--- src/rtl/ddc_accumulator.sv ---
// Integrate-and-dump stage behind the DDC core: sums frames of I/Q samples into
// 48-bit accumulators and queues each frame result on a backpressured stream.
module ddc_accumulator #(
    parameter int IN_WIDTH    = 27,
    parameter int ACC_WIDTH   = 48,
    parameter int LEN_WIDTH   = 16,
    parameter int DEFAULT_LEN = 1024
) (
    input  logic                 s_axis_aclk,
    input  logic                 s_axis_aresetn,
    input  logic [63:0]          s_axis_tdata,
    input  logic                 s_axis_tvalid,
    input  logic [LEN_WIDTH-1:0] s_axis_len_tdata,
    input  logic                 s_axis_len_tvalid,
    output logic [127:0]         m_axis_tdata,
    output logic                 m_axis_tvalid,
    input  logic                 m_axis_tready,
    output logic                 overflow
);

    localparam int PAD_WIDTH = 64 - ACC_WIDTH;

    typedef struct packed {
        logic signed [ACC_WIDTH-1:0] q;
        logic signed [ACC_WIDTH-1:0] i;
    } result_t;

    logic signed [ACC_WIDTH-1:0] sample_i;
    logic signed [ACC_WIDTH-1:0] sample_q;
    logic signed [ACC_WIDTH-1:0] acc_i;
    logic signed [ACC_WIDTH-1:0] acc_q;
    logic [LEN_WIDTH-1:0]        pending_len;
    logic [LEN_WIDTH-1:0]        active_len;
    logic [LEN_WIDTH-1:0]        cnt;
    logic [LEN_WIDTH-1:0]        frame_len;
    logic                        frame_start;
    logic                        dump;
    result_t                     sum;

    result_t                     fifo_mem [2];
    logic                        wr_ptr;
    logic                        rd_ptr;
    logic [1:0]                  fifo_count;
    logic                        fifo_full;
    logic                        pop;
    logic                        push;
    logic                        drop;
    result_t                     head;

    logic                        unused_bits;
    assign unused_bits = ^{s_axis_tdata[63:32+IN_WIDTH], s_axis_tdata[31:IN_WIDTH]};

    assign sample_i = {{(ACC_WIDTH-IN_WIDTH){s_axis_tdata[IN_WIDTH-1]}},
                       s_axis_tdata[IN_WIDTH-1:0]};
    assign sample_q = {{(ACC_WIDTH-IN_WIDTH){s_axis_tdata[32+IN_WIDTH-1]}},
                       s_axis_tdata[32+IN_WIDTH-1:32]};

    // A frame start uses the pending length as it stood before any same-cycle write.
    assign frame_start = s_axis_tvalid && (cnt == '0);
    assign frame_len   = frame_start ? pending_len : active_len;
    assign dump        = s_axis_tvalid && (cnt == frame_len - LEN_WIDTH'(1));

    // NOTE: every signal driven here gets a default first so no latch is inferred.
    always_comb begin
        sum   = '0;
        sum.i = (frame_start ? '0 : acc_i) + sample_i;
        sum.q = (frame_start ? '0 : acc_q) + sample_q;
    end

    // NOTE: sequential state uses non-blocking assignments so every register
    // samples the pre-edge values regardless of statement order.
    always_ff @(posedge s_axis_aclk) begin
        if (!s_axis_aresetn) begin
            pending_len <= LEN_WIDTH'(DEFAULT_LEN);
            active_len  <= LEN_WIDTH'(DEFAULT_LEN);
            cnt         <= '0;
            acc_i       <= '0;
            acc_q       <= '0;
        end else begin
            if (s_axis_len_tvalid) begin
                pending_len <= (s_axis_len_tdata == '0) ? LEN_WIDTH'(1) : s_axis_len_tdata;
            end
            if (s_axis_tvalid) begin
                if (frame_start) begin
                    active_len <= pending_len;
                end
                if (dump) begin
                    cnt   <= '0;
                    acc_i <= '0;
                    acc_q <= '0;
                end else begin
                    cnt   <= cnt + LEN_WIDTH'(1);
                    acc_i <= sum.i;
                    acc_q <= sum.q;
                end
            end
        end
    end

    // A full queue still accepts a result when the head leaves in the same cycle.
    assign fifo_full = (fifo_count == 2'd2);
    assign pop       = m_axis_tvalid && m_axis_tready;
    assign push      = dump && (!fifo_full || pop);
    assign drop      = dump && fifo_full && !pop;

    always_ff @(posedge s_axis_aclk) begin
        if (!s_axis_aresetn) begin
            wr_ptr     <= 1'b0;
            rd_ptr     <= 1'b0;
            fifo_count <= 2'd0;
            overflow   <= 1'b0;
        end else begin
            if (push) begin
                wr_ptr <= ~wr_ptr;
            end
            if (pop) begin
                rd_ptr <= ~rd_ptr;
            end
            case ({push, pop})
                2'b10:   fifo_count <= fifo_count + 2'd1;
                2'b01:   fifo_count <= fifo_count - 2'd1;
                default: fifo_count <= fifo_count;
            endcase
            if (drop) begin
                overflow <= 1'b1;
            end
        end
    end

    // NOTE: queue storage is not reset; its contents are only visible through
    // the count, which is.
    always_ff @(posedge s_axis_aclk) begin
        if (push) begin
            fifo_mem[wr_ptr] <= sum;
        end
    end

    assign head          = fifo_mem[rd_ptr];
    assign m_axis_tvalid = (fifo_count != 2'd0);
    assign m_axis_tdata  = m_axis_tvalid
                         ? {{PAD_WIDTH{head.q[ACC_WIDTH-1]}}, head.q,
                            {PAD_WIDTH{head.i[ACC_WIDTH-1]}}, head.i}
                         : 128'd0;

endmodule

--- config.mk ---
export PLATFORM = sky130hd
export DESIGN_NAME = ddc_accumulator
export DESIGN_NICKNAME = d
export VERILOG_FILES = /design/src/rtl/ddc_accumulator.sv
export SDC_FILE = /design/constraint.sdc
export NUM_CORES = 1
export LEC_CHECK = 0
export BUFFER_PORTS_ARGS = -buffer_cell sky130_fd_sc_hd__buf_2
export CORE_MARGIN = 2
export CORE_UTILIZATION = 39
export CTS_BUF_LIST = sky130_fd_sc_hd__clkbuf_8
export DETAILED_ROUTE_END_ITERATION = 8
export PLACE_DENSITY = 0.65
export SLEW_MARGIN = 20
export SYNTH_ARGS = -nofsm -noshare
export SYNTH_HDL_FRONTEND = slang
export SYNTH_SLANG_ARGS = --single-unit
--- constraint.sdc ---
create_clock -name s_axis_aclk -period 10.9 [get_ports s_axis_aclk]
set_input_delay 1.09 -clock s_axis_aclk [delete_from_list [all_inputs] [get_ports s_axis_aclk]]
set_output_delay 1.09 -clock s_axis_aclk [all_outputs]
set_load 0.1 [all_outputs]
==> run summary <==
Worst setup margin - 4.79 ns
Hold Path Stages - 2
Worst hold path class - flip-flop to flip-flop
PD cells - 152 nW/um^2
Post-synth top cells - 224 x nor2_1, 192 x edfxtp_1, 162 x a21oi_1, 150 x dfxtp_1, 126 x mux2i_1
Register-to-Register Path Depth - 16
CTS Buf Count - 60
Largest family of logic cells by synthesized area - simple AND/OR/NAND/NOR gates
Total GRT Usage - 18.3%
EDFF count, synth - 192
WS Path Type - input pin to flip-flop
Post-Synth XOR/XNOR Area - 5.46%
Core Region - 49900 sq um
Routed via count - 15238
Mux share of post-synthesis cell area - 6.57%
Fillers - 4773
Synthesized area - 19600 sq um
Clk buf depth - 3
Crit path max fanout - 67
Fin Setup TNS - 0 ns
Reg2Reg Setup Slack - 5.13 ns
Port bufs - 204
Layout cells sized above 1 - 15.2%
Count leader, synth - nor2_1
Mean post-synth cell area - 9.83 sq um
Cell Rows - 82
Compound-Gate Fraction of Synth Area - 14.6%
WHS Endpoint - acc_q[8]
Wire per inst - 17.2 um
Post-Synth Adder-Cell Area - 6.41%
Pre-CTS WS - 4.09 ns
Area contributors post-synth - edfxtp_1 29%, dfxtp_1 15%, mux2i_1 6.4%, ha_1 6.2%, nor2_1 4.3%
Die Footprint - 52000 sq um
Yosys cell types - 74
Area delta synth->final - 13.4%
CP required - 11.12 ns
Die X - 228 um
Starting density of the core - 39.2%
Initial antenna violation count - 2
Ys async rst share - 0%
Leakage - 9.06 nW
RR Endpoint - fifo_mem[0][90]
GRT overflow - 0
Clk_lat worst skew - 0.67 ns
Worst clock skew - 0.0692 ns
Slew Viols, Final - 0
Largest net degree at the start of global routing - 85
Antenna viol nets, final - 0
Pre-antenna DRT Iters - 5
Area share of the largest cell type after synthesis - 29.5%
Final wirelength - 49100 um
Util after Layout - 44.5%
Max-slew headroom - 26.5%
CTS HTree Levels - 2
Worst Max-Slew Pin Slew - 1.10 ns
Post-cts resize count - 0
I/O pin cnt - 215
Worst hold slack - 0.464 ns
Status - finished clean
Syn_nets - 2174
First-pass GRT wire length - 77900 um
Number of max-cap violations - 0
Die height - 228 um
Top_reg_cell synth - edfxtp_1
Hold_buf cts - 0
Vias in the first global route - 14832
Vias per cell - 5.34
Setup violators final - 0
Worst VDD drop - 0.000102 V
Worst Path Arrival - 6.33 ns
R2r startpoint - cnt[0]
Initial DRC Count - 824
CTS tree - yes
Register bit total from synthesis - 342
Startpoint Class - input pin
Simple-gate share of the synthesized area - 18.0%
Post-CTS setup buffer count - 0
Syn Inst Count - 1990
Fmax achieved - 164 MHz
Clk pin slew, worst setup/hold paths - 0.06 ns
Warnings from Yosys - 0
Pwr Total - 3.38 mW
HP Start - acc_q[8]
# nets final - 2315
Final hold violations - 0
Final Wtd Congestion - 0.883
DRC - 0
Min Tclk post-route - 6.11 ns
Root Buffer - clkbuf_8
Clk sink count - 342
Yosys top cell by area - edfxtp_1
Unrepaired setup endpoints after global routing - false
Crit end category - flip-flop
Placed wire-length estimate - 32700 um
Fin crit share - 56.0%
Seq/Total Area, Yosys - 44.8%
[power breakdown]
part	switching, mW	internal (mW)
clock	0.548	0.753
sequential	0.0255	1.45
combinational	0.362	0.239
[per-stage QoR]
| step | area, sq um | cells |
|---|---|---|
| floorplan | 19600 | 1990 |
| global placement | 20900 | 2741 |
| detailed placement | 20900 | 2741 |
| CTS | 22200 | 2855 |
| global route | 22200 | 2856 |
| finish | 22200 | 2856 |
[critical path, cell delays in order]
cell and delay (ns):
buf_4 0.45, nor4b_2 0.33, and4_1 0.23, buf_4 0.38, mux2i_2 0.34, ha_1 0.32
or4b_1 0.54, nand2b_1 0.18, mux2i_1 0.25, nor2_1 0.08, or4_1 0.46, a21oi_1 0.25
nand3b_1 0.30, nor3_4 0.26, buf_4 0.80
[how the worst max path moves through the flow]
stage	startpoint	cells after the start	to
final	s_axis_tvalid	15	fifo_mem[0][90]
after global routing	s_axis_tvalid	15	fifo_mem[1][90]
after CTS	s_axis_tvalid	15	fifo_mem[0][90]
after detailed placement	s_axis_tvalid	15	fifo_mem[0][22]
after global placement	s_axis_tvalid	15	fifo_mem[1][29]
after floorplan	s_axis_tvalid	15	fifo_mem[0][0]
[state kept, by name, indices dropped and copies added, names as in the netlist, named ones only]
register,cells
fifo_mem,192
acc_i,48
acc_q,48
active_len,16
cnt,16
pending_len,16
fifo_count,2
overflow,1
rd_ptr,1
wr_ptr,1
[placed cells by master (no fill, tap or decap), types with 12 or more instances in the layout]
cell      instances
a21o_1           45
o21ai_0          54
dfxtp_1         149
buf_2           203
edfxtp_1        192
nor2_1          222
clkbuf_8         63
nand4_1          25
o21a_1           15
and2_1          101
nand2_1          94
a21oi_1         162
a22o_1           41
clkinv_2         12
xor2_1           54
a211oi_1         18
nand3_1          83
xnor2_1          68
buf_4            15
nor2b_1          16
and3_1           16
mux2i_1         126
nand2b_1         65
inv_1            42
nor3_1           34
ha_1             97
[routing by layer]
layer | part of all wire [%] | routed length, um | track usage [%] | vias to the layer above
met5 | 0.014 | 7 | 0 | -
met1 | 46 | 22300 | 23.5 | 7338
met3 | 4.9 | 2390 | 3.61 | 60
li1 | - | - | - | 7496
met4 | 1.7 | 833 | 4.66 | 2
met2 | 48 | 23500 | 31.6 | 342
[cell type report]
type                       count  area [sq um]  area share, %
multi-input combinational   1485         10000           45.2
clock inverter                51           467           2.10
tap                          672           841           3.79
timing repair buffer         218          1130           5.09
inverter                      24          90.1          0.406
antenna                        1          2.50         0.0113
clock buffer                  63           867           3.91
sequential                   342          8770           39.5
[logic make-up (layout without fill, tap and decap cells)]
family	after synthesis	count (layout)
mux	128	128
fa+ha+maj	99	99
other cells	0	1
simple gates	702	702
flops	342	342
compound gates	434	434
buf+inv	163	356
xor+xnor	122	122
(Power assumes the default switching activity.)
